<file path="src/rtl/ps2_pkg.sv">
// Shared types and constants for the PS/2 receive front end.
package ps2_pkg;

    typedef enum logic [1:0] {
        IDLE,
        DATA,
        PARITY,
        STOP
    } ps2_state_e;

    localparam logic [7:0] PS2_EXT = 8'hE0;
    localparam logic [7:0] PS2_BRK = 8'hF0;

    localparam int PS2_FILTER_LEN     = 8;
    localparam int PS2_TIMEOUT_CYCLES = 50000;

endpackage

</file>
<file path="src/rtl/ps2_clk_filter.sv">
// Synchronises the PS/2 lines and debounces ps2_clk.
// Emits a one-cycle fall pulse on each filtered falling edge.
module ps2_clk_filter
    import ps2_pkg::*;
#(
    parameter int FILTER_LEN = PS2_FILTER_LEN
) (
    input  logic clk,
    input  logic reset,
    input  logic ps2_clk,
    input  logic data,
    output logic fall,
    output logic data_s
);

    localparam int CW = $clog2(FILTER_LEN + 1);

    logic [1:0]    clk_sync;
    logic [1:0]    dat_sync;
    logic          filt;
    logic [CW-1:0] cnt;

    assign data_s = dat_sync[1];

    always_ff @(posedge clk) begin
        if (reset) begin
            clk_sync <= 2'b11;
            dat_sync <= 2'b11;
            filt     <= 1'b1;
            cnt      <= '0;
            fall     <= 1'b0;
        end else begin
            clk_sync <= {clk_sync[0], ps2_clk};
            dat_sync <= {dat_sync[0], data};
            fall     <= 1'b0;
            // Any sample matching the current level restarts the run.
            if (clk_sync[1] == filt) begin
                cnt <= '0;
            end else if (cnt == CW'(FILTER_LEN - 1)) begin
                filt <= clk_sync[1];
                cnt  <= '0;
                fall <= filt;
            end else begin
                cnt <= cnt + 1'b1;
            end
        end
    end

endmodule

</file>
<file path="src/rtl/ps2_rx_frontend.sv">
// PS/2 frame receiver: deserialises frames and folds E0/F0
// prefixes into one key event strobe per make or break.
module ps2_rx_frontend
    import ps2_pkg::*;
#(
    parameter int FILTER_LEN     = PS2_FILTER_LEN,
    parameter int TIMEOUT_CYCLES = PS2_TIMEOUT_CYCLES
) (
    input  logic       clk,
    input  logic       reset,
    input  logic       ps2_clk,
    input  logic       data,
    output logic [7:0] key_code,
    output logic       key_ext,
    output logic       key_release,
    output logic       key_valid,
    output logic       frame_err
);

    localparam int TW = $clog2(TIMEOUT_CYCLES + 1);

    logic          fall;
    logic          data_s;
    ps2_state_e    state;
    logic [2:0]    bit_cnt;
    logic [7:0]    shreg;
    logic          par_ok;
    logic [TW-1:0] tcnt;
    logic          ext_pend;
    logic          brk_pend;
    logic          timed_out;

    ps2_clk_filter #(
        .FILTER_LEN (FILTER_LEN)
    ) u_filter (
        .clk     (clk),
        .reset   (reset),
        .ps2_clk (ps2_clk),
        .data    (data),
        .fall    (fall),
        .data_s  (data_s)
    );

    assign timed_out = (state != IDLE) && !fall
                    && (tcnt == TW'(TIMEOUT_CYCLES));

    always_ff @(posedge clk) begin
        if (reset) begin
            state       <= IDLE;
            bit_cnt     <= '0;
            shreg       <= '0;
            par_ok      <= 1'b0;
            tcnt        <= '0;
            ext_pend    <= 1'b0;
            brk_pend    <= 1'b0;
            key_code    <= '0;
            key_ext     <= 1'b0;
            key_release <= 1'b0;
            key_valid   <= 1'b0;
            frame_err   <= 1'b0;
        end else begin
            key_valid <= 1'b0;
            frame_err <= 1'b0;
            if (timed_out) begin
                state     <= IDLE;
                tcnt      <= '0;
                frame_err <= 1'b1;
                ext_pend  <= 1'b0;
                brk_pend  <= 1'b0;
            end else begin
                if (state == IDLE || fall) begin
                    tcnt <= '0;
                end else begin
                    tcnt <= tcnt + 1'b1;
                end
                if (fall) begin
                    case (state)
                        IDLE: begin
                            if (!data_s) begin
                                state   <= DATA;
                                bit_cnt <= '0;
                            end
                        end
                        DATA: begin
                            shreg   <= {data_s, shreg[7:1]};
                            bit_cnt <= bit_cnt + 1'b1;
                            if (bit_cnt == 3'd7) begin
                                state <= PARITY;
                            end
                        end
                        PARITY: begin
                            par_ok <= ^{data_s, shreg};
                            state  <= STOP;
                        end
                        STOP: begin
                            state <= IDLE;
                            if (data_s && par_ok) begin
                                unique case (1'b1)
                                    (shreg == PS2_EXT): ext_pend <= 1'b1;
                                    (shreg == PS2_BRK): brk_pend <= 1'b1;
                                    default: begin
                                        key_code    <= shreg;
                                        key_ext     <= ext_pend;
                                        key_release <= brk_pend;
                                        key_valid   <= 1'b1;
                                        ext_pend    <= 1'b0;
                                        brk_pend    <= 1'b0;
                                    end
                                endcase
                            end else begin
                                frame_err <= 1'b1;
                                ext_pend  <= 1'b0;
                                brk_pend  <= 1'b0;
                            end
                        end
                        default: state <= IDLE;
                    endcase
                end
            end
        end
    end

endmodule

</file>
<file path="config.mk">
export PLATFORM = sky130hd
export DESIGN_NAME = ps2_rx_frontend
export DESIGN_NICKNAME = d
export VERILOG_FILES = /design/src/rtl/ps2_pkg.sv /design/src/rtl/ps2_clk_filter.sv /design/src/rtl/ps2_rx_frontend.sv
export SDC_FILE = /design/constraint.sdc
export NUM_CORES = 1
export LEC_CHECK = 0
export BUFFER_PORTS_ARGS = -buffer_cell sky130_fd_sc_hd__buf_2
export CAP_MARGIN = 10
export CORE_MARGIN = 5
export CORE_UTILIZATION = 60
export CTS_BUF_LIST = sky130_fd_sc_hd__clkbuf_8
export DETAILED_ROUTE_END_ITERATION = 16
export MAX_ROUTING_LAYER = met4
export PLACE_DENSITY_LB_ADDON = 0.05
export REMOVE_ABC_BUFFERS = 1
export SYNTH_ARGS = -nofsm -noshare
export SYNTH_HDL_FRONTEND = slang
export SYNTH_SLANG_ARGS = --single-unit
</file>
<file path="constraint.sdc">
create_clock -name clk -period 3.1 [get_ports clk]
set_clock_uncertainty 0.1 [all_clocks]
set_input_delay 0.155 -clock clk [delete_from_list [all_inputs] [get_ports clk]]
set_output_delay 0.155 -clock clk [all_outputs]
set_load 0.01 [all_outputs]
</file>
# --- After elaboration in Yosys (flattened, before gate mapping) ---
# Index checks and enable logic that the tools add are counted.
totals:
  regBits: 54
  elab_cells: 77
  out_inout_bits: 12
  inputBits: 4
op_classes:
  n_eq_ne: 13
  bitwise: 7
  mux: 14
  n_reduce_logical: 23
  addsub: 3
ops:
  columns: ["operator", "n"]
  rows:
  - ["$add A16 B1 Y16 const B", 1]
  - ["$eq A16 B16 Y1 const B", 1]
  - ["$eq A8 B8 Y1 const B", 2]
  - ["$reduce_and A3 Y1", 5]
  - ["$reduce_or A3 Y1", 3]
  - ["$reduce_xor A9 Y1", 1]
  - ["$ne A2 B2 Y1 const B", 4]
  - ["$pmux W2 S4", 1]
  - ["$mux W1", 7]
  - ["$not A1 Y1", 7]
  - ["$pmux W3 S2", 1]
  - ["$reduce_and A5 Y1", 1]
  - ["$reduce_or A5 Y1", 1]
  - ["$add A4 B1 Y4 const B", 1]
  - ["$eq A2 B2 Y1 const B", 2]
  - ["$eq A4 B3 Y1 const B", 1]
  - ["$mux W2", 2]
  - ["$pmux W1 S2", 2]
  - ["$reduce_and A4 Y1", 1]
  - ["$reduce_bool A2 Y1", 2]
  - ["$reduce_or A2 Y1", 2]
  - ["$add A3 B1 Y3 const B", 1]
  - ["$eq A3 B3 Y1 const B", 1]
  - ["$logic_and A1 B1 Y1", 3]
  - ["7 further kinds", 7]

# --- Logic depth before layout (Yosys ltp) ---
# Gate-level depths: netlist of the first run.
logic_depth:
  ltp_word: 5
  depth_mapped: 7

# --- By module ---
# From an unflattened synthesis of the first run, not the netlist that was laid out.
unflattened:
  hier_cells: 254
  hier_area_um2: 2376.0
modules_own_cells:
  columns: ["mod", "area_per_inst_um2", "instances", "cells_per_inst"]
  rows:
  - ["ps2_rx_frontend", 2042.0, 1, 225]
  - ["ps2_clk_filter", 334.1, 1, 29]

# --- Worst setup path after synthesis of the first run ---
# OpenSTA, ideal clock, no wires.
synth_path:
  kind: "reg-to-reg"
  startpoint: "register state[0]"
  endpoint: "register tcnt[10]"
  arrival_time_ns: 1.551
  path_slack_ns: 1.334
  stages_incl_launch_ff: 8
  setup_time_ns: 0.115
  cell_sequence: "dfxtp_1 -> inv_1 -> ha_1 -> nor4b_1 -> nand4_1 -> o21ai_4 -> buf_6 -> nor2_1"
synth_between:
  elab_chain_len: 4
  elab_cells_between_ends: 6
  cone_classes: "reduce/logical: 6"
synth_rtl:
  columns: ["element", "line_no", "rtl"]
  rows:
  - ["start: declaration", "ps2_rx_frontend.sv:24", "ps2_state_e state;"]
  - ["start signal: assignment", "ps2_rx_frontend.sv:49", "state <= IDLE;"]
  - ["start signal: assignment", "ps2_rx_frontend.sv:65", "state <= IDLE;"]
  - ["start signal: assignment", "ps2_rx_frontend.sv:80", "state <= DATA;"]
  - ["$reduce_bool A2 Y1", "ps2_rx_frontend.sv:44", "assign timed_out = (state != IDLE) && !fall"]
  - ["$logic_and A1 B1 Y1", "ps2_rx_frontend.sv:44", null]
  - ["$logic_and A1 B1 Y1", "ps2_rx_frontend.sv:45", "&& (tcnt == TW'(TIMEOUT_CYCLES));"]
  - ["$reduce_or A3 Y1 (no source line) (*)", null, null]
  - ["end signal: assignment", "ps2_rx_frontend.sv:74", "tcnt <= tcnt + 1'b1;"]
  - ["end: declaration", "ps2_rx_frontend.sv:28", "logic [TW-1:0] tcnt;"]
# Every way passes the cells marked *; elsewhere a longest branch is shown, timed or not.
# A chain may end at the register's enable or synchronous reset.

# --- Worst setup path after layout of the first run ---
layout_path:
  startpoint: "register shreg[4]"
  endpoint: "register key_code[6]"
layout_between:
  elab_chain_len: 4
  elab_cells_between_ends: 5
  cone_classes: "eq/ne: 2; bitwise: 1; reduce/logical: 2"
layout_rtl:
  columns: ["element", "line_no", "rtl"]
  rows:
  - ["start: declaration", "ps2_rx_frontend.sv:26", "logic [7:0] shreg;"]
  - ["start signal: assignment", "ps2_rx_frontend.sv:85", "shreg <= {data_s, shreg[7:1]};"]
  - ["$eq A8 B8 Y1 (on tied branches)", "ps2_rx_frontend.sv:99, ps2_rx_frontend.sv:100", null]
  - ["$reduce_or A2 Y1 (no source line) (*)", null, null]
  - ["$not A1 Y1 (no source line) (*)", null, null]
  - ["$reduce_and A5 Y1 (no source line) (*)", null, null]
  - ["end signal: assignment", "ps2_rx_frontend.sv:102", "key_code <= shreg;"]
  - ["end: declaration", "ps2_rx_frontend.sv:13", "output logic [7:0] key_code,"]
# Marked as above.

==> key figures, run 1 <==
Global route
  • Grt met2 use: 25.9%
  • Grt met3 use: 4.57%
  • Gr busiest metal: met2
  • Initial antenna violation count: 0
  • First-pass GRT wire length: 7.03 mm
  • Vias in the first global route: 1524
  • GR Util met1: 23.1%
  • Overflow after GRT: 0
  • Largest net degree at the start of global routing: 33
  • GR Util All Layers: 17.5%

Pwr
  • Peak VDD IR: 307 uV
  • Clock share of power: 39.4%
  • PwrDens: 458 nW/um2
  • Static Leak: 0.000977 uW
  • Part of the power in combinational logic: 1.3%
  • Net Sw Power: 234 uW
  • Switching share of power: 19.9%
  • Flop pwr share: 59.3%
  • Int Pwr: 942 uW

Worst setup path
  • FF-to-FF End: key_code[6]$_SDFFE_PP0P_
  • Crit-path leading delay family: compound AO/OA/AOI/OAI gates
  • R2R Path Start: shreg[4]$_SDFFE_PP0P_
  • Crit-path cells: ha_1 > nor2_1 > o2111ai_1 > buf_4 > mux2i_1 > nor2_1
  • CP required: 3.18 ns
  • Worst path most repeated cell: nor2_1
  • Reg2Reg Depth: 6
  • Critical path class: reg -> reg
  • Crit path arrival time: 2.20 ns
  • Max incr delay on CP: 0.65 ns
  • CP max stage cell: o2111ai_1
  • Startpoint Class: register
  • Reg2reg setup slack: 0.98 ns
  • CP startpoint: shreg[4]$_SDFFE_PP0P_
  • Worst Path Max Fanout: 6
  • Critical path endpoint category: register
  • Critical path buffer and inverter count: 1

Timing
  • Unrepaired setup endpoints after global routing: false
  • Final Hold Viols: 0
  • Setup TNS: 0 ns
  • Final setup violating endpoints: 0
  • Fmax: 472 MHz
  • Least-Margin Pin Slew: 0.804 ns
  • Max Slew Vio Count: 0
  • Relative slew slack: 46.4%
  • Crit path time final: 2.12 ns
  • Final period util: 68.3%

Clocking
  • Hold-fix buffers, CTS: 2
  • Worst-skew pair later-pin latency: 0.30 ns
  • Resized Gates After CTS: 0
  • CTS Buffer Depth: 2
  • CTS tree: done
  • H-tree levels: 2
  • # Post-CTS Setup Buffers: 0
  • Clk sinks: 54
  • Clock-pin slew on the worst setup and hold paths: 0.09 ns
  • Total CTS buffers: 5
  • Root buf cell: clkbuf_8

Worst hold path
  • Worst hold path class: in -> reg
  • Hold worst-path end: key_code[1]$_SDFFE_PP0P_
  • Min-delay src: reset
  • Hold Crit Depth: 2

Final layout
  • Share of layout cells above drive strength 1: 11.4%
  • Non-Filler Instances: 319
  • Synth-to-Final Area Change: 10.7%
  • Diodes inserted: 0
  • Final core utilization: 69.2%
  • Filler cell count in the final layout: 315
  • Final net count: 288

Die
  • Starting Density: 62.5%
  • I/O pin total: 16
  • # rows: 22
  • Die area: 5210 um2
  • Die Ht: 72.2 um
  • Die Span X: 72.2 um
  • Core area: 3720 um2

Outcome
  • Status: complete, no violations

Logic synthesis
  • Mux contribution to synthesized area: 5.17%
  • XOR/XNOR Fraction of Synth Area: 7.54%
  • Post-synth EDFFs: 0
  • Post-synthesis adder-cell area fraction: 7.54%
  • Synth unique cells: 34
  • Post-synthesis compound-gate area fraction: 7.60%
  • Flops & latches, synth: 54
  • Synth area leaders: dfxtp_1 (47%), ha_1 (7.5%), xnor2_1 (6.0%)
  • Top post-synthesis cells by count: dfxtp_1 (54), nor2_1 (37), nand3_1 (20), nand2_1 (19), xnor2_1 (16)
  • Mapped cell area: 2320 um2
  • Synth warn: 0
  • Largest family of logic cells by synthesized area: simple AND/OR/NAND/NOR gates
  • Synth top area share: 46.6%
  • Seq/Total Area, Yosys: 46.6%
  • Post-synthesis simple-gate area fraction: 22.1%
  • Most frequent cell after synthesis: dfxtp_1
  • Post-Synthesis Cells: 251
  • Synth Flop Type: dfxtp_1
  • Post-synth top area cell: dfxtp_1
  • Async SR Flop Fraction: 0%
  • Syn avg cell area: 9.25 um2

Drt
  • First DRT Iteration DRCs: 79
  • Average vias per placed instance: 5.37
  • Remaining antenna violation count: 0
  • First drt pass iteration count: 4
  • Routed WL: 4.08 mm
  • WL/cell: 12.8 um
  • Detailed-route DRC error count: 0
  • Routed vias: 1712

Place
  • GP Congestion: 0.798
  • Post-detailed-placement half-perimeter wirelength: 2.84 mm
  • Buffers on Ports: 15
  • Placed Cells: 309

Run
  • Max-cap violation count: 0
==> power by group through the flow <==
stage	logic, uW	clock network [uW]	registers (uW)
final	15.8	463	698
after global routing	17.8	510	699
after CTS	15.5	480	698
after detailed placement	13.5	0	714
after global placement	13.5	0	714
after floorplan	5.30	0	713
==> area by class of cell <==
type	instances	area [um2]	area share [%]
Tap cell	48	60.1	2.34
Multi-Input combinational cell	178	1160	45.2
Clock buffer	5	68.8	2.68
Clock inverter	3	45.0	1.75
Inverter	12	45.0	1.75
Sequential cell	54	1080	42.0
Timing Repair Buffer	19	110	4.28
==> state kept, by name, summed over array words and instances (netlist names) <==
name	count
bit_cnt	3
brk_pend	1
ext_pend	1
frame_err	1
key_code	8
key_ext	1
key_release	1
key_valid	1
par_ok	1
shreg	8
state	2
tcnt	16
u_filter.clk_sync	2
u_filter.cnt	4
u_filter.dat_sync	2
u_filter.fall	1
u_filter.filt	1
==> metrics by stage <==
| stage | total power, uW | hold WS (ns) | setup slack, ns | area [um2] |
|---|---|---|---|---|
| 2_1_floorplan | 719 | 0.124 | 1.12 | 2290 |
| 3_3_place_gp | 727 | 0.237 | 1.07 | 2440 |
| 3_5_place_dp | 728 | 0.242 | 0.989 | 2440 |
| 4_1_cts | 1190 | 0.201 | 0.976 | 2570 |
| 5_1_grt | 1230 | 0.241 | 0.800 | 2570 |
| 6_report | 1180 | 0.220 | 0.982 | 2570 |
==> layout by cell type, fill, tap and decap left out, drive strengths merged, types with 2 or more instances in the layout <==
| master | synthesis | routed |
|---|---|---|
| nand3b | 2 | 2 |
| nand2 | 19 | 19 |
| buf | 2 | 17 |
| o21bai | 2 | 2 |
| xnor2 | 16 | 16 |
| xor2 | 4 | 4 |
| clkbuf | 5 | 5 |
| dlygate4sd3 | 0 | 2 |
| a21oi | 12 | 12 |
| inv | 12 | 12 |
| a32oi | 2 | 2 |
| and3 | 3 | 3 |
| or2 | 4 | 4 |
| nand4 | 3 | 3 |
| dfxtp | 54 | 54 |
| ha | 14 | 14 |
| nor4b | 4 | 4 |
| o21ai | 3 | 3 |
| nand3 | 20 | 20 |
| nor2 | 37 | 37 |
| nor4 | 4 | 4 |
| clkinvlp | 0 | 2 |
| nand4b | 3 | 3 |
| a31oi | 2 | 2 |
| mux2i | 12 | 12 |
| nor3 | 4 | 4 |
==> metal layers <==
layer | part of all wire (%) | routed length [um] | up-vias
li1 | - | - | 901
met1 | 50 | 2030 | 783
met5 | 0 | 0 | -
met3 | 3.8 | 153 | 6
met2 | 45 | 1840 | 22
met4 | 1.4 | 59 | 0
==> cells by family (layout without fill, tap and decap cells) <==
| kind of cell | Yosys count | after routing |
|---|---|---|
| AOI/OAI and AO/OA | 26 | 26 |
| muxes | 12 | 12 |
| and+or+nand+nor | 106 | 106 |
| DFF | 54 | 54 |
| xor gates and xnor gates | 20 | 20 |
| buffers and inverters | 19 | 39 |
| adders and majority gates | 14 | 14 |
==> worst max path at each step <==
stage                          endpoint  cells after the start
2_1_floorplan  key_code[0]$_SDFFE_PP0P_                      5
3_3_place_gp   key_release$_SDFFE_PP0P_                      6
3_5_place_dp   key_code[6]$_SDFFE_PP0P_                      6
4_1_cts        key_code[6]$_SDFFE_PP0P_                      6
5_1_grt        key_release$_SDFFE_PP0P_                      6
6_report       key_code[6]$_SDFFE_PP0P_                      6
Note: power is estimated with default switching activity, not from simulation.
==> inputs of run 2 (changes only) <==
--- a/config.mk
+++ b/config.mk
@@ -5,6 +5,7 @@
 export SDC_FILE = /design/constraint.sdc
 export NUM_CORES = 1
 export LEC_CHECK = 0
+export ABC_AREA = 1
 export BUFFER_PORTS_ARGS = -buffer_cell sky130_fd_sc_hd__buf_2
 export CAP_MARGIN = 10
 export CORE_MARGIN = 5
==> constraint.sdc (replaced) <==
create_clock -name clk -period 2.2 [get_ports clk]
set_clock_uncertainty 0.1 [all_clocks]
set_input_delay 0.11 -clock clk [delete_from_list [all_inputs] [get_ports clk]]
set_output_delay 0.11 -clock clk [all_outputs]
set_load 0.01 [all_outputs]
==> key figures, run 2 <==
Outcome
  • Status: complete, no violations

Pwr
  • Int Pwr: 1280 uW
  • Switching share of power: 20.8%
  • Flop pwr share: 60.6%
  • Overall Power: 1620 uW
  • Clock share of power: 37.3%
  • Part of the power in combinational logic: 2.1%
  • PwrDens: 590 nW/um2
  • Static Leak: 0.00113 uW
  • Peak VDD IR: 351 uV
  • Net Sw Power: 337 uW

Final layout
  • Diodes inserted: 0
  • Synth-to-Final Area Change: 10.1%
  • Final net count: 381
  • Max reg flops: 16
  • Largest registers: tcnt x16, key_code x8, shreg x8
  • Share of layout cells above drive strength 1: 10.7%
  • Filler cell count in the final layout: 369
  • Most frequent cells in the layout: nand2_1 (66), nor2_1 (64), dfxtp_1 (54)
  • Most common cell after layout, fill and taps aside: nand2_1
  • Top reg by flops: tcnt

Worst setup path
  • Crit-path leading delay family: simple AND/OR/NAND/NOR gates
  • Worst path most repeated cell: nor2_1
  • Crit-path cells: inv_1 > ha_1 > nand2_1 > nor2_1 > nor2_1 > nand2_1 > clkinv_1 > nor2_1 > nor2_1
  • R2R Path Start: shreg[2]$_SDFFE_PP0P_
  • FF-to-FF End: key_code[6]$_SDFFE_PP0P_
  • Critical path depth: 9
  • Reg2Reg Depth: 9
  • Critical path buffer and inverter count: 2
  • Startpoint Class: register
  • Reg2reg setup slack: 0.40 ns
  • Critical path class: reg -> reg
  • Worst Path Max Fanout: 12
  • Max incr delay on CP: 0.33 ns
  • CP required: 2.30 ns
  • CP max stage cell: dfxtp_1
  • Critical path endpoint category: register
  • CP startpoint: shreg[2]$_SDFFE_PP0P_
  • Crit path arrival time: 1.90 ns
  • Crit path to: key_code[6]$_SDFFE_PP0P_

Die
  • Die Span X: 74.5 um
  • I/O pin total: 16
  • # rows: 23
  • Die area: 5550 um2
  • Die Ht: 74.5 um
  • Core area: 4030 um2
  • Starting Density: 62.0%

Logic synthesis
  • Seq/Total Area, Yosys: 43.3%
  • Flops & latches, synth: 54
  • Post-synth EDFFs: 0
  • Most frequent cell after synthesis: nand2_1
  • Async SR Flop Fraction: 0%
  • Mapped cell area: 2500 um2
  • Post-synth top area cell: dfxtp_1
  • Post-Synthesis Cells: 342
  • Synth warn: 0
  • Synth Flop Type: dfxtp_1
  • Synth unique cells: 26
  • Synth area leaders: dfxtp_1 (43%), nand2_1 (9.9%), nor2_1 (9.6%)
  • Top post-synthesis cells by count: nand2_1 (66), nor2_1 (64), dfxtp_1 (54), inv_1 (44), o21ai_0 (27)
  • Syn avg cell area: 7.30 um2
  • Synth top area share: 43.3%

Drt
  • First DRT Iteration DRCs: 127
  • Detailed-route DRC error count: 0
  • WL/cell: 10.5 um
  • First drt pass iteration count: 4
  • Routed vias: 2022
  • Average vias per placed instance: 4.88
  • Routed WL: 4.36 mm
  • Remaining antenna violation count: 0

Clocking
  • # Post-CTS Setup Buffers: 0
  • CTS tree: done
  • Total CTS buffers: 5
  • CTS Buffer Depth: 2
  • Worst-skew pair later-pin latency: 0.31 ns
  • Clock-pin slew on the worst setup and hold paths: 0.09 ns
  • H-tree levels: 2
  • Clk sinks: 54
  • Resized Gates After CTS: 0
  • Hold-fix buffers, CTS: 3
  • Root buf cell: clkbuf_8

Timing
  • Unrepaired setup endpoints after global routing: false
  • PnR worst setup slack: 0.402 ns
  • Final setup violating endpoints: 0
  • Crit path time final: 1.80 ns
  • Least-Margin Pin Slew: 0.374 ns
  • Final period util: 81.7%
  • Setup TNS: 0 ns
  • Final Hold Viols: 0
  • Relative slew slack: 75.0%
  • Fmax: 556 MHz
  • Max Slew Vio Count: 0

Worst hold path
  • Hold Crit Depth: 1
  • Worst hold path class: reg -> reg

Global route
  • Vias in the first global route: 1717
  • Largest net degree at the start of global routing: 22
  • Initial antenna violation count: 0
  • GR Util All Layers: 17.7%
  • Overflow after GRT: 0
  • First-pass GRT wire length: 7.40 mm

Place
  • GP Congestion: 0.876
  • Post-detailed-placement half-perimeter wirelength: 3.30 mm
  • Buffers on Ports: 15
  • Worst slack, placed: 0.416 ns

Run
  • Max-cap violation count: 0
run 2: cell types whose count changed in the layout (fill, tap and decap cells not counted), moves of 12 or more:
cell | previous run | this run
nand2_1 | 19 | 66
o21ai_0 | 2 | 27
inv_1 | 12 | 44
nor2_1 | 37 | 64
mux2i_1 | 12 | 0
xnor2_1 | 16 | 3
run 2: cells by family (layout without fill, tap and decap cells):
| logic type | count (synthesis) | after routing | share of synthesized area [%] |
|---|---|---|---|
| xor+xnor | 8 | 8 | 2.81 |
| buf+inv | 50 | 72 | 7.92 |
| simple gates | 168 | 168 | 29.2 |
| compound gates | 48 | 48 | 9.77 |
| fa+ha+maj | 14 | 14 | 7.02 |
| flops | 54 | 54 | 43.3 |
run 2: worst min-delay path by stage:
stage | start | slack (ns) | end
after floorplan | reset | 0.08 | bit_cnt[1]$_SDFFE_PP0P_
after global placement | data | 0.19 | u_filter.dat_sync[0]$_SDFF_PP1_
after detailed placement | data | 0.20 | u_filter.dat_sync[0]$_SDFF_PP1_
after CTS | u_filter.dat_sync[0]$_SDFF_PP1_ | 0.32 | u_filter.dat_sync[1]$_SDFF_PP1_
after global routing | u_filter.dat_sync[0]$_SDFF_PP1_ | 0.33 | u_filter.dat_sync[1]$_SDFF_PP1_
final | u_filter.dat_sync[0]$_SDFF_PP1_ | 0.32 | u_filter.dat_sync[1]$_SDFF_PP1_
run 2: through the flow:
step	cell area, um2	cells	util, %	hold WS (ns)
after floorplan	2470	337	-	0.0791
after global placement	2610	403	64.8	0.194
after detailed placement	2610	403	64.8	0.197
after CTS	2750	414	68.2	0.323
after global routing	2750	414	68.2	0.328
final	2750	414	68.2	0.320
run 2: power groups by stage:
stage | Combinational [uW] | Sequential, uW | Clock, uW
finish | 33.4 | 983 | 604
global route | 38.8 | 984 | 674
CTS | 33.5 | 983 | 630
detailed placement | 29.5 | 1010 | 0
global placement | 28.9 | 1010 | 0
floorplan | 18.6 | 1000 | 0
run 2: area by class of cell:
| type | count | area, um2 | area share (%) |
|---|---|---|---|
| flip-flops and latches | 54 | 1080 | 39.3 |
| inverters | 45 | 169 | 6.15 |
| clock inverters | 1 | 8.76 | 0.319 |
| clock buffers | 7 | 96.3 | 3.51 |
| well taps | 50 | 62.6 | 2.28 |
| multi-input cells | 238 | 1220 | 44.3 |
| repair buffers | 19 | 113 | 4.10 |
run 2: worst register-to-register path, stage by stage (launching register included):
cell and delay (ns):
dfxtp_1 0.33, inv_1 0.08, ha_1 0.14, nand2_1 0.06, nor2_1 0.14, nor2_1 0.05, nand2_1 0.25, clkinv_1 0.32
nor2_1 0.16, nor2_1 0.06
run 2: layer usage:
metal	vias up	wire length, um	global-route usage (%)
met5	-	0	-
met4	0	68	7.11
li1	1111	-	-
met2	29	1790	24.9
met3	6	208	5.00
met1	876	2290	23.8
